File: src/rtl/regfile_wr_arbiter_if.sv
// Bundle of the two requester handshakes and the register-file write port.
// The arbiter connects through the slave modport; the requester/regfile side uses master.
interface regfile_wr_arbiter_if #(
  parameter int DATA_W = 16,
  parameter int ADDR_W = 3
);
  logic              A_req;
  logic [ADDR_W-1:0] A_addr;
  logic [DATA_W-1:0] A_data;
  logic              B_req;
  logic [ADDR_W-1:0] B_addr;
  logic [DATA_W-1:0] B_data;
  logic              A_gnt;
  logic              B_gnt;
  logic              WE;
  logic [ADDR_W-1:0] WR_addr;
  logic [DATA_W-1:0] WR_data;

  modport master (
    output A_req, A_addr, A_data, B_req, B_addr, B_data,
    input  A_gnt, B_gnt, WE, WR_addr, WR_data
  );

  modport slave (
    input  A_req, A_addr, A_data, B_req, B_addr, B_data,
    output A_gnt, B_gnt, WE, WR_addr, WR_data
  );
endinterface

File: src/rtl/regfile_wr_arbiter.sv
// Two-requester write arbiter driving one register-file write port, with write counter and dirty map.
// Optional macro ARB_FIXED_PRIO_EN: A wins every idle tie and the round-robin pointer is removed.
module regfile_wr_arbiter #(
  parameter int DATA_W = 16,
  parameter int ADDR_W = 3
) (
  input  logic                   clk,
  input  logic                   rst,
  regfile_wr_arbiter_if.slave    bus,
  output logic [7:0]             wr_count,
  output logic [(1<<ADDR_W)-1:0] dirty
);
  localparam int NREG = 1 << ADDR_W;

  typedef enum logic [1:0] {
    IDLE = 2'd0,
    WR_A = 2'd1,
    WR_B = 2'd2
  } state_t;

  state_t            r_state;
  state_t            w_state_next;
  logic              w_tie_b;
  logic              w_we;
  logic              w_a_gnt;
  logic              w_b_gnt;
  logic [ADDR_W-1:0] r_wr_addr;
  logic [DATA_W-1:0] r_wr_data;
  logic [7:0]        r_wr_count;
  logic [NREG-1:0]   r_dirty;

`ifdef ARB_FIXED_PRIO_EN
  assign w_tie_b = 1'b0;
`else
  logic r_prefer_b;

  // Every grant hands preference to the side that was not granted.
  always_ff @(posedge clk) begin
    if (rst) begin
      r_prefer_b <= 1'b0;
    end else if (w_state_next == WR_A) begin
      r_prefer_b <= 1'b1;
    end else if (w_state_next == WR_B) begin
      r_prefer_b <= 1'b0;
    end
  end

  assign w_tie_b = r_prefer_b;
`endif

  always_ff @(posedge clk) begin
    if (rst) begin
      r_state <= IDLE;
    end else begin
      r_state <= w_state_next;
    end
  end

  // The requester being served is never re-examined at the edge closing its own grant.
  always_comb begin
    w_state_next = r_state;
    w_a_gnt      = 1'b0;
    w_b_gnt      = 1'b0;
    w_we         = 1'b0;
    case (r_state)
      IDLE: begin
        if (bus.A_req && bus.B_req) begin
          w_state_next = w_tie_b ? WR_B : WR_A;
        end else if (bus.A_req) begin
          w_state_next = WR_A;
        end else if (bus.B_req) begin
          w_state_next = WR_B;
        end else begin
          w_state_next = IDLE;
        end
      end
      WR_A: begin
        w_a_gnt      = 1'b1;
        w_we         = 1'b1;
        w_state_next = bus.B_req ? WR_B : IDLE;
      end
      WR_B: begin
        w_b_gnt      = 1'b1;
        w_we         = 1'b1;
        w_state_next = bus.A_req ? WR_A : IDLE;
      end
      default: begin
        w_state_next = IDLE;
      end
    endcase
  end

  // Write port is loaded on entry to a grant state and holds otherwise.
  always_ff @(posedge clk) begin
    if (rst) begin
      r_wr_addr <= '0;
      r_wr_data <= '0;
    end else if (w_state_next == WR_A) begin
      r_wr_addr <= bus.A_addr;
      r_wr_data <= bus.A_data;
    end else if (w_state_next == WR_B) begin
      r_wr_addr <= bus.B_addr;
      r_wr_data <= bus.B_data;
    end
  end

  always_ff @(posedge clk) begin
    if (rst) begin
      r_wr_count <= 8'd0;
    end else if (w_we) begin
      r_wr_count <= r_wr_count + 8'd1;
    end
  end

  generate
    for (genvar gi = 0; gi < NREG; gi++) begin : g_dirty
      always_ff @(posedge clk) begin
        if (rst) begin
          r_dirty[gi] <= 1'b0;
        end else if (w_we && (r_wr_addr == ADDR_W'(gi))) begin
          r_dirty[gi] <= 1'b1;
        end
      end
    end
  endgenerate

  assign bus.A_gnt   = w_a_gnt;
  assign bus.B_gnt   = w_b_gnt;
  assign bus.WE      = w_we;
  assign bus.WR_addr = r_wr_addr;
  assign bus.WR_data = r_wr_data;
  assign wr_count    = r_wr_count;
  assign dirty       = r_dirty;
endmodule

File: src/flat_wrapper.sv
// flat-port wrapper written by rule: the top's interface ports become plain ports
module regfile_wr_arbiter_flat 
#(
  parameter int DATA_W = 16,
  parameter int ADDR_W = 3
)
  (clk, rst, wr_count, dirty, bus_A_req, bus_A_addr, bus_A_data, bus_B_req, bus_B_addr, bus_B_data, bus_A_gnt, bus_B_gnt, bus_WE, bus_WR_addr, bus_WR_data);
  regfile_wr_arbiter_if #(.DATA_W(DATA_W), .ADDR_W(ADDR_W)) bus_i ();
  input  logic clk;
  input  logic rst;
  output logic [7:0] wr_count;
  output logic [(1<<ADDR_W)-1:0] dirty;
  input wire logic [$bits(bus_i.A_req)-1:0] bus_A_req;
  input wire logic [$bits(bus_i.A_addr)-1:0] bus_A_addr;
  input wire logic [$bits(bus_i.A_data)-1:0] bus_A_data;
  input wire logic [$bits(bus_i.B_req)-1:0] bus_B_req;
  input wire logic [$bits(bus_i.B_addr)-1:0] bus_B_addr;
  input wire logic [$bits(bus_i.B_data)-1:0] bus_B_data;
  output wire logic [$bits(bus_i.A_gnt)-1:0] bus_A_gnt;
  output wire logic [$bits(bus_i.B_gnt)-1:0] bus_B_gnt;
  output wire logic [$bits(bus_i.WE)-1:0] bus_WE;
  output wire logic [$bits(bus_i.WR_addr)-1:0] bus_WR_addr;
  output wire logic [$bits(bus_i.WR_data)-1:0] bus_WR_data;
  assign bus_i.A_req = bus_A_req;
  assign bus_i.A_addr = bus_A_addr;
  assign bus_i.A_data = bus_A_data;
  assign bus_i.B_req = bus_B_req;
  assign bus_i.B_addr = bus_B_addr;
  assign bus_i.B_data = bus_B_data;
  assign bus_A_gnt = bus_i.A_gnt;
  assign bus_B_gnt = bus_i.B_gnt;
  assign bus_WE = bus_i.WE;
  assign bus_WR_addr = bus_i.WR_addr;
  assign bus_WR_data = bus_i.WR_data;
  regfile_wr_arbiter #(.DATA_W(DATA_W), .ADDR_W(ADDR_W)) u_core (.clk(clk), .rst(rst), .bus(bus_i), .wr_count(wr_count), .dirty(dirty));
endmodule
File: config.mk
export PLATFORM = sky130hd
export DESIGN_NAME = regfile_wr_arbiter_flat
export DESIGN_NICKNAME = d
export VERILOG_FILES = /design/src/rtl/regfile_wr_arbiter_if.sv /design/src/rtl/regfile_wr_arbiter.sv /design/src/flat_wrapper.sv
export SDC_FILE = /design/constraint.sdc
export NUM_CORES = 1
export LEC_CHECK = 0
export ABC_AREA = 1
export ABC_CLOCK_PERIOD_IN_PS = 2300
export BUFFER_PORTS_ARGS = -buffer_cell sky130_fd_sc_hd__clkbuf_2
export CAP_MARGIN = 20
export CORE_ASPECT_RATIO = 0.6
export CORE_UTILIZATION = 35
export CTS_BUF_LIST = sky130_fd_sc_hd__clkbuf_4
export DETAILED_ROUTE_END_ITERATION = 8
export PLACE_DENSITY_LB_ADDON = 0.3
export SETUP_SLACK_MARGIN = 0.5
export SLEW_MARGIN = 20
export SYNTH_ARGS = -nofsm -noshare
export SYNTH_HDL_FRONTEND = slang
export SYNTH_SLANG_ARGS = --single-unit
File: constraint.sdc
create_clock -name clk -period 2.3 [get_ports clk]
set_input_delay 0.23 -clock clk [delete_from_list [all_inputs] [get_ports clk]]
set_output_delay 0.23 -clock clk [all_outputs]
set_load 0.005 [all_outputs]
Word level (Yosys, flattened, before mapping) --
Cells that the tools add are included.
Cells by class: multiplexer cells 15, reductions and logical operators 13, equal/unequal tests 11, add/sub/neg operators 1
Operators by type and width (number):
- $mux W16 | 2
- $eq A3 B3 Y1 const B | 4
- $logic_and A1 B1 Y1 | 9
- $add A8 B1 Y8 const B | 1
- $mux W2 | 4
- $eq A3 B2 Y1 const B | 2
- $mux W1 | 6
- $mux W3 | 2
- $pmux W2 S3 | 1
- $eq A2 B1 Y1 const B | 2
- $eq A2 B2 Y1 const B | 2
- $eq A3 B1 Y1 const B | 1
- $logic_not A3 Y1 | 1
- $logic_not A2 Y1 | 1
- $reduce_bool A2 Y1 | 1
- $reduce_or A2 Y1 | 1
Storage, ports and cells: logic and storage cells 53, output and inout port bits 38, bits of input ports 42, flip-flop bits (word level) 38

Longest topological paths before layout --
Gate-level depths: netlist (run 1).
depth in word-level cells 7, mapped depth 13, depth with buffers taken out 12

Worst setup path after synthesis (run 1) --
No wires, ideal clock.
path type flip-flop to flip-flop, start register u_core.r_state[0], end register u_core.r_wr_data[10] (netlist: u_core.bus.WR_data[10]), cell stages (with the launch flop) 14, buffers on the path 1, library setup time 0.057 ns, slack 0.551 ns, arrival 1.692 ns, required time 2.243 ns, clock period less this slack 1.749 ns, cell sequence dfxtp_1 -> inv_1 -> ha_1 -> inv_1 -> nand2_1 -> nand3_1 -> inv_1 -> ha_1 -> inv_2 -> buf_2 -> nor2_1 -> nor2_1 -> o21ai_0 -> inv_1
On the way: word-level cells in the longest chain between the ends 4, elaborated cells on any way between the ends 8, classes of those cells eq/ne: 4; mux: 2; reduce/logical: 2
RTL lines:
- from (decl) | RTL line regfile_wr_arbiter.sv:21 | state_t r_state;
- from (signal assigned) | RTL line regfile_wr_arbiter.sv:55 | r_state <= w_state_next;
- $eq A2 B2 Y1 (tied with other cells) | RTL line regfile_wr_arbiter.sv:65 | case (r_state)
- $pmux W2 S3 * | RTL line regfile_wr_arbiter.sv:65
- net u_core.w_state_next[0] | RTL line regfile_wr_arbiter.sv:22 | state_t w_state_next;
- $eq A2 B1 Y1 / $eq A2 B2 Y1 (equally long branches) | RTL line regfile_wr_arbiter.sv:98, regfile_wr_arbiter.sv:101
- $mux W16 / $reduce_bool A2 Y1 (equally long branches)
- to (signal assigned) | RTL line regfile_wr_arbiter.sv:100 | r_wr_data <= bus.A_data;
- to (signal assigned) | RTL line regfile_wr_arbiter.sv:103 | r_wr_data <= bus.B_data;
- to (decl) | RTL line regfile_wr_arbiter.sv:28 | logic [DATA_W-1:0] r_wr_data;
The timed path passes the listed nets; every way through them passes the cells marked *. A chain may end at the register's enable or synchronous reset.

Worst setup path in the final report (run 1) --
start register u_core.r_state[0], end register u_core.r_wr_data[13] (netlist: u_core.bus.WR_data[13])
On the way: word-level cells in the longest chain between the ends 4, elaborated cells on any way between the ends 8, classes of those cells eq/ne: 4; mux: 2; reduce/logical: 2
RTL lines (RTL line):
- $eq A2 B2 Y1 (tied with other cells) | regfile_wr_arbiter.sv:65
- $pmux W2 S3 * | regfile_wr_arbiter.sv:65
- $eq A2 B1 Y1 / $eq A2 B2 Y1 (equally long branches) | regfile_wr_arbiter.sv:98, regfile_wr_arbiter.sv:101
- $mux W16 / $reduce_bool A2 Y1 (equally long branches)
Every way passes the cells marked *; elsewhere a longest branch is shown, timed or not.

==> results of run 1 <==
-- stage by stage --
stage | cell area, sq um | worst slack (ns) | instances | hold slack [ns]
finish | 2440 | 0.573 | 419 | 0.137
global route | 2440 | 0.478 | 419 | 0.133
CTS | 2360 | 0.522 | 416 | 0.145
detailed placement | 2250 | 0.439 | 406 | 0.463
global placement | 2250 | 0.481 | 406 | 0.458
floorplan | 1800 | 0.551 | 271 | 0.392
-- kinds of logic (layout without fill, tap and decap cells) --
family                   after synthesis  in the layout  share of synthesized area
AO/OA/AOI/OAI                         58             58                      0.161
adder cells (fa/ha/maj)                6              6                     0.0418
buffers and inverters                 67            152                      0.145
flip-flops                            38             38                      0.423
AND/OR/NAND/NOR                      102            102                      0.229
-- critical path: cells and delay by family, from the launching register on --
| kind | cells | cell delay [ns] |
|---|---|---|
| simple gates | 3 | 0.25 |
| flops | 1 | 0.36 |
| fa+ha+maj | 2 | 0.51 |
| buf+inv | 4 | 0.42 |
| compound gates | 1 | 0.08 |
-- synthesized netlist by cell type --
cell      count
nor2_1       58
inv_1        56
dfxtp_1      38
o21ai_0      38
nand2_1      33
a21oi_1      15
ha_1          6
clkbuf_1      5
nand3_1       5
o21ai_1       5
buf_1         2
buf_4         2
buf_2         1
inv_2         1
nand2_2       1
nand3_2       1
nand4_1       1
nor2_2        1
nor2_4        1
nor3_1        1
-- power by group --
part           leakage [nW]  internal [mW]  switching, mW
Clock                0.0450          0.225          0.230
Combinational          1.01          0.263          0.340
Sequential            0.313          0.761         0.0694
-- path summary, 6_finish.rpt --
| path | slack, ns | end | depth (start not counted) | start |
|---|---|---|---|---|
| worst max register to register | 0.57 | u_core.bus.WR_data[13] | 10 | u_core.r_state[0] |
| worst min register to register | 0.49 | u_core.dirty[2] | 2 | u_core.dirty[2] |
| worst max-delay path | 0.57 | u_core.bus.WR_data[13] | 10 | u_core.r_state[0] |
| worst min-delay path | 0.14 | u_core.r_state[0] | 3 | bus_A_req |
-- flip-flops by register name, summed over array words and instances, names as in the netlist --
signal / cells
u_core.wr_count: 8
u_core.dirty: 8
u_core.bus.WR_addr: 3
u_core.r_prefer_b: 1
u_core.bus.WR_data: 16
u_core.r_state: 2
-- routing by layer --
| metal | routed length [um] | vias up | part of all wire |
|---|---|---|---|
| li1 | - | 995 | - |
| met4 | 38 | 0 | 0.0087 |
| met5 | 0 | - | 0 |
| met3 | 333 | 7 | 0.076 |
| met2 | 1710 | 63 | 0.39 |
| met1 | 2280 | 761 | 0.52 |
-- repair_timing --
action	in CTS	in global routing
resized for setup	7	18
setup endpoints to repair	19	19
pin swaps	0	4
buffers inserted	0	3
gates cloned	2	0
-- cell type report --
class,instances,area [sq um],area share
multi-input cells,166,830,0.340
flip-flops and latches,38,763,0.313
repair buffers,85,457,0.187
inverters,57,216,0.0888
well taps,63,78.8,0.0323
clock inverters,3,40.0,0.0164
clock buffers,5,37.5,0.0154
repair inverters,2,15.0,0.00616
==> impl_metrics.env, run 1 <==
export IMPL_status="complete, no violations"
export IMPL_pwr_density_cell_nw_per_um2=775
export IMPL_seq_area_frac_synth=0.423
export IMPL_yosysUniqueCellTypes=20
export IMPL_slowest_stage="dfxtp_2"
export IMPL_initial_core_util=0.378
export IMPL_syn_nets=319
export IMPL_fp_dieH_um=57.5
export IMPL_antenna_found_initial=0
export IMPL_overflow=0
export IMPL_critPathMaxStageDelay_ns=0.36
export IMPL_h_tree_depth=2
export IMPL_crit_fanout=5
export IMPL_clockBufferDepth=2
export IMPL_grt_use_met1=0.234
export IMPL_grt_usage=0.164
export IMPL_final_cell_mix="clkbuf_2 (79), nor2_1 (58), inv_1 (52)"
export IMPL_final_layout_size_suffix_gt1_frac=0.320
export IMPL_syn_inst=271
export IMPL_cts_tree="built"
export IMPL_critPathLaunchType="flip-flop"
export IMPL_cap_violations=0
export IMPL_synth_top_area_share=0.423
export IMPL_worstPathRequired_ns=2.55
export IMPL_finalSetupViolations=0
export IMPL_post_route_drc_count=0
export IMPL_core_area_sq_um=4750
export IMPL_first_iter_violations=25
export IMPL_yosys_top_cells_area="dfxtp_1 (42%), nor2_1 (12%), inv_1 (12%), o21ai_0 (11%), nand2_1 (6.9%)"
export IMPL_rsz0062_at_grt="true"
export IMPL_max_freq_mhz=579
export IMPL_leakage_nw=1.37
export IMPL_synth_seq_cells=38
export IMPL_post_dp_hpwl_um=3140
export IMPL_finalHoldViolCount=0
export IMPL_root_buffer="clkbuf_4"
export IMPL_worst_ep_arrival_time_ns=1.98
export IMPL_finish_utilization=0.513
export IMPL_num_antenna_cells=0
export IMPL_io_pins=80
export IMPL_clk_latency_ns=0.35
export IMPL_hold_buffers=0
export IMPL_gp_congestion=0.705
export IMPL_n_fill_cell=508
export IMPL_ant_nets=0
export IMPL_wire_per_inst_um=10.4
export IMPL_num_rows=19
export IMPL_period_share=0.751
export IMPL_area_delta_synth_final_pct=35.6
export IMPL_worstSetupPathType="reg -> reg"
export IMPL_die_w_um=94.5
export IMPL_cts_sinks=38
export IMPL_grt_max_degree=40
export IMPL_total_power_mw=1.89
export IMPL_layout_nets=403
export IMPL_hp_class="in -> reg"
export IMPL_met3_usage=0.0533
export IMPL_drv_slew=0
export IMPL_dr_pass1_iters=4
export IMPL_grt_pass1_wl_um=6840
export IMPL_grt_pass1_vias=1545
export IMPL_io_buffers=79
export IMPL_fin_setup_tns_ns=0
export IMPL_syn_area_sq_um=1800
export IMPL_fin_skew_ns=0.00724
export IMPL_synth_warnings=0
export IMPL_fp_dieArea_sq_um=5440
export IMPL_top_usage_layer="met2"
export IMPL_peakVddDrop_uv=306
export IMPL_numCtsBuffers=5
export IMPL_avgSynthCellArea_sq_um=6.63
export IMPL_worstMarginPinSlew_ns=0.314
export IMPL_routed_wl_um=4360
export IMPL_cp_common_cell="nor2_1"
export IMPL_clkTransAtPathRegs_ns=0.12
export IMPL_viasPerCell=4.36
export IMPL_final_common_cell="clkbuf_2"
export IMPL_path_cells="buf_4 > ha_2 > inv_2 > nand3_4 > ha_4 > clkinvlp_4 > nor2_1 > nor2_1 > o21ai_1 > inv_1"
export IMPL_endpoint_kind="flip-flop"
export IMPL_min_period_ns=1.73
export IMPL_slew_headroom=0.790
export IMPL_synth_top_area_cell="dfxtp_1"
export IMPL_grtUsageMet2=0.237
export IMPL_num_vias=1826
Power figures use the tool's default switching activity.
==> inputs of run 2 (changes only) <==
ABC_CLOCK_PERIOD_IN_PS = 1700   (was 2300)
clock period = 1.7 ns   (was 2.3 ns; I/O delays follow)
==> run 2 against run 1 <==
Compared with the run above: via count rose by 2.5%; core utilization increased by 4.8 points; clock power grew 37%; clock skew rose by 0.0037 ns; die area is the same; count of clock-buffer cells in the layout unchanged; wire length grew 9.3%; worst setup slack got worse by 0.48 ns; combinational power rose by 61%; register-to-register slack lost 0.48 ns; global-route usage rose by 0.53 points; critical endpoint is now u_core.bus.WR_data[10]; largest cell class unchanged; largest power group unchanged.
==> impl_metrics.env, run 2 (synthesized netlist as in run 1, its figures left out) <==
export IMPL_leakage_nw=1.44
export IMPL_clk_latency_ns=0.34
export IMPL_critPathLaunchType="flip-flop"
export IMPL_ff2ff_setup_slack_ns=0.09
export IMPL_grt_usage=0.169
export IMPL_max_freq_mhz=621
export IMPL_endpoint_kind="flip-flop"
export IMPL_final_common_cell="clkbuf_2"
export IMPL_post_route_drc_count=0
export IMPL_post_dp_hpwl_um=3050
export IMPL_grt_pass1_vias=1552
export IMPL_grt_max_degree=20
export IMPL_slowest_stage="dfxtp_4"
export IMPL_dr_pass1_iters=6
export IMPL_pwr_density_cell_nw_per_um2=1020
export IMPL_wire_per_inst_um=11.3
export IMPL_path_cells="buf_6 > ha_4 > inv_1 > nand2_1 > nand3_2 > ha_4 > inv_8 > nor2_1 > nor2_1 > o21ai_1 > inv_1"
export IMPL_h_tree_depth=2
export IMPL_finalSetupViolations=0
export IMPL_fin_skew_ns=0.0109
export IMPL_period_share=0.947
export IMPL_final_cell_mix="clkbuf_2 (76), nor2_1 (55), inv_1 (51)"
export IMPL_ant_nets=0
export IMPL_clockBufferDepth=2
export IMPL_core_area_sq_um=4750
export IMPL_finish_utilization=0.561
export IMPL_cts_tree="built"
export IMPL_worstSetupPathType="reg -> reg"
export IMPL_rsz0062_at_grt="true"
export IMPL_gp_congestion=0.743
export IMPL_hp_class="in -> reg"
export IMPL_cts_sinks=38
export IMPL_status="complete, no violations"
export IMPL_largest_reg_flops=16
export IMPL_worstPathRequired_ns=1.94
export IMPL_clkTransAtPathRegs_ns=0.13
export IMPL_peakVddDrop_uv=502
export IMPL_die_w_um=94.5
export IMPL_fp_dieArea_sq_um=5440
export IMPL_viasPerCell=4.42
export IMPL_cap_violations=0
export IMPL_io_pins=80
export IMPL_numCtsBuffers=5
export IMPL_slew_headroom=0.764
export IMPL_min_period_ns=1.61
export IMPL_routed_wl_um=4770
export IMPL_dp_slack_ns=0.0575
export IMPL_fp_dieH_um=57.5
export IMPL_post_route_worst_setup_slack_ns=0.0894
export IMPL_critPathMaxStageDelay_ns=0.39
export IMPL_num_vias=1872
export IMPL_root_buffer="clkbuf_4"
export IMPL_area_delta_synth_final_pct=48.2
export IMPL_worstMarginPinSlew_ns=0.354
export IMPL_layout_nets=408
export IMPL_final_layout_size_suffix_gt1_frac=0.391
export IMPL_first_iter_violations=51
export IMPL_worst_ep_arrival_time_ns=1.85
export IMPL_grt_pass1_wl_um=7060
export IMPL_antenna_found_initial=0
export IMPL_overflow=0
export IMPL_num_antenna_cells=0
export IMPL_drv_slew=0
export IMPL_finalHoldViolCount=0
export IMPL_initial_core_util=0.378
export IMPL_io_buffers=79
export IMPL_crit_fanout=18
export IMPL_num_rows=19
run 2: worst max-delay path, delay by kind of cell, from the launching register on:
family | cells | cell delay (ns)
and+or+nand+nor | 4 | 0.29
DFF | 1 | 0.39
buffers and inverters | 4 | 0.26
adders and majority gates | 2 | 0.47
AOI/OAI and AO/OA | 1 | 0.08
run 2: final cells by class:
class / count / area (sq um)
clock buffer: 5 / 37.5
clock inverter: 3 / 45.0
fill: 490 / 2090
inverter: 57 / 234
multi-input combinational: 166 / 943
sequential: 38 / 771
tap: 63 / 78.8
timing repair buffer: 92 / 556
run 2: power breakdown:
group          internal (mW)  leakage (nW)  switching (mW)
logic                  0.451          1.09           0.519
clock network          0.309        0.0374           0.316
registers               1.03         0.314           0.106
run 2: stage by stage:
| step | hold WS, ns | power, mW | cell area, sq um | std cells | TNS, ns |
|---|---|---|---|---|---|
| after floorplan | 0.308 | 1.63 | 1850 | 271 | 0 |
| after global placement | 0.448 | 1.92 | 2300 | 406 | 0 |
| after detailed placement | 0.458 | 1.93 | 2300 | 406 | 0 |
| after CTS | 0.0708 | 2.63 | 2440 | 419 | 0 |
| after global routing | 0.0668 | 2.94 | 2670 | 424 | -0.199 |
| final | 0.0850 | 2.73 | 2670 | 424 | 0 |
run 2: path summary, 6_finish.rpt:
check / startpoint / end / cells after the start
worst max-delay path: u_core.r_state[0] / u_core.bus.WR_data[10] / 11
worst min-delay path: bus_A_req / u_core.r_state[0] / 3
worst max register to register: u_core.r_state[0] / u_core.bus.WR_data[10] / 11
worst min register to register: u_core.dirty[1] / u_core.dirty[1] / 2
run 2: per-layer routing:
| layer | routed length (um) | global-route usage | vias to the layer above |
|---|---|---|---|
| li1 | - | - | 1001 |
| met1 | 2450 | 0.250 | 799 |
| met2 | 2010 | 0.243 | 70 |
| met3 | 304 | 0.0467 | 2 |
| met4 | 10 | 0.0390 | 0 |
| met5 | 0 | 0 | - |
run 2: what timing repair did:
| action | CTS | global route |
|---|---|---|
| hold buffers | 0 | 0 |
| setup endpoints to repair | 37 | 39 |
| buffers inserted | 5 | 5 |
| pin swaps | 2 | 13 |
| gates resized for setup | 7 | 54 |
| hold endpoints to repair | 0 | 0 |
==> inputs of run 3 (changes only) <==
CORE_UTILIZATION = 48   (was 35)
==> run 3 against run 2 <==
Compared with the run above: hold slack lost 0.026 ns; worst setup slack worse by 0.022 ns; first-iteration DRC count is 130% higher; global-route usage up 7.8 points; die area decreased by 26%; highest routed layer unchanged.
==> impl_metrics.env, run 3 (synthesized netlist as in run 1, its figures left out) <==
export IMPL_status="complete, no violations"
export IMPL_critPathBufInv=4
export IMPL_dr_wl_met2_um=2000
export IMPL_antenna_found_initial=0
export IMPL_cap_violations=0
export IMPL_worstPathRequired_ns=1.95
export IMPL_numCtsBuffers=5
export IMPL_post_dp_hpwl_um=3060
export IMPL_endpoint_kind="flip-flop"
export IMPL_dp_slack_ns=0.0186
export IMPL_first_iter_violations=117
export IMPL_total_power_mw=2.67
export IMPL_clk_latency_ns=0.35
export IMPL_num_rows=16
export IMPL_h_tree_depth=2
export IMPL_highest_layer="met4"
export IMPL_max_freq_mhz=613
export IMPL_fin_setup_tns_ns=0
export IMPL_clkTransAtPathRegs_ns=0.12
export IMPL_p_comb_frac=0.345
export IMPL_post_route_drc_count=0
export IMPL_post_route_worst_setup_slack_ns=0.0676
export IMPL_viasPerCell=4.75
export IMPL_wl_met1_um=2180
export IMPL_p_sw_mw=0.910
export IMPL_path_cells="inv_2 > ha_2 > nand2_1 > nand2_1 > nand3_2 > inv_2 > ha_4 > buf_12 > nand2_1 > o21ai_0 > o21ai_1 > inv_1"
export IMPL_slew_headroom=0.777
export IMPL_routed_wl_um=4600
export IMPL_fp_dieH_um=49.4
export IMPL_leakage_nw=1.39
export IMPL_core_area_sq_um=3400
export IMPL_dr_pass1_iters=4
export IMPL_io_pins=80
export IMPL_overflow=0
export IMPL_grt_usage=0.247
export IMPL_largest_reg_flops=16
export IMPL_pwr_density_cell_nw_per_um2=1080
export IMPL_placed_cells=387
export IMPL_n_fill_cell=286
export IMPL_gp_congestion=0.736
export IMPL_worstMarginPinSlew_ns=0.335
export IMPL_fp_dieArea_sq_um=4000
export IMPL_worst_ep_arrival_time_ns=1.89
export IMPL_crit_fanout=10
export IMPL_grt_pass1_wl_um=7480
export IMPL_stdcell_count=401
export IMPL_fin_skew_ns=0.00534
export IMPL_p_sw_frac=0.341
export IMPL_cp_common_cell="nand2_1"
export IMPL_peakVddDrop_uv=512
export IMPL_grt_max_degree=20
export IMPL_final_cell_mix="clkbuf_2 (79), inv_1 (53), nor2_1 (52)"
export IMPL_final_layout_size_suffix_gt1_frac=0.331
export IMPL_cpLargestDelayFamily="flip-flops"
export IMPL_critPathLaunchType="flip-flop"
export IMPL_clockBufferDepth=2
export IMPL_drv_slew=0
export IMPL_min_period_ns=1.63
export IMPL_layout_nets=403
export IMPL_num_vias=1905
export IMPL_num_antenna_cells=0
export IMPL_finalHoldViolCount=0
export IMPL_hold_buffers=0
export IMPL_hp_class="in -> reg"
export IMPL_cts_sinks=38
export IMPL_critPathMaxStageDelay_ns=0.37
export IMPL_slowest_stage="dfxtp_2"
export IMPL_io_buffers=79
export IMPL_cts_tree="built"
export IMPL_p_int_mw=1.76
export IMPL_grt_pass1_vias=1710
export IMPL_ant_nets=0
export IMPL_root_buffer="clkbuf_4"
export IMPL_final_common_cell="clkbuf_2"
export IMPL_wire_per_inst_um=11.5
export IMPL_initial_core_util=0.528
export IMPL_die_w_um=81.0
export IMPL_period_share=0.960
export IMPL_clock_power_share=0.231
export IMPL_area_delta_synth_final_pct=36.9
export IMPL_wl_met3_um=347
export IMPL_p_seq_frac=0.424
export IMPL_worstSetupPathType="reg -> reg"
export IMPL_rsz0062_at_grt="true"
export IMPL_finalSetupViolations=0
run 3: stage by stage:
step | util | hold slack [ns] | area, sq um
after floorplan | - | 0.308 | 1850
after global placement | 0.666 | 0.449 | 2270
after detailed placement | 0.666 | 0.438 | 2270
after CTS | 0.713 | 0.0481 | 2430
after global routing | 0.723 | 0.0605 | 2460
final | 0.723 | 0.0590 | 2460
run 3: per-layer routing:
layer  up-vias  global-route usage
met4         0              0.0893
met5         -                   0
met3         8              0.0542
li1        999                   -
met1       826               0.322
met2        72               0.399
run 3: final cells by class:
| cell class | count | area, sq um | share of cell area |
|---|---|---|---|
| clock buffer | 5 | 37.5 | 0.0153 |
| clock inverter | 3 | 40.0 | 0.0163 |
| inverter | 57 | 221 | 0.0900 |
| multi-input combinational | 166 | 828 | 0.337 |
| sequential | 38 | 763 | 0.310 |
| tap | 45 | 56.3 | 0.0229 |
| timing repair buffer | 87 | 514 | 0.209 |
run 3: power groups by stage:
stage          Combinational [mW]  Clock [mW]  Sequential [mW]
6_report                    0.921       0.615             1.13
5_1_grt                      1.04       0.660             1.14
4_1_cts                     0.876       0.625             1.13
3_5_place_dp                0.779           0             1.14
3_3_place_gp                0.753           0             1.14
2_1_floorplan               0.492           0             1.14
run 3: tightest hold or removal path: cells and delay by family:
family	cells	cell delay, ns
AND/OR/NAND/NOR	2	0.12
buffers and inverters	1	0.09
run 3: final timing paths:
kind / from / endpoint / slack (ns) / cells after the start
worst max-delay path: u_core.r_state[1] / u_core.bus.WR_data[7] / 0.07 / 12
worst min-delay path: bus_A_req / u_core.r_state[0] / 0.06 / 3
worst max register to register: u_core.r_state[1] / u_core.bus.WR_data[7] / 0.07 / 12
worst min register to register: u_core.dirty[7] / u_core.dirty[7] / 0.49 / 2
run 3: repair_timing:
action                     CTS  global route
pin swaps                    4            10
setup endpoints to repair   37            38
setup buffers                5             0
gates cloned                 0             1
gates resized for setup     17            12
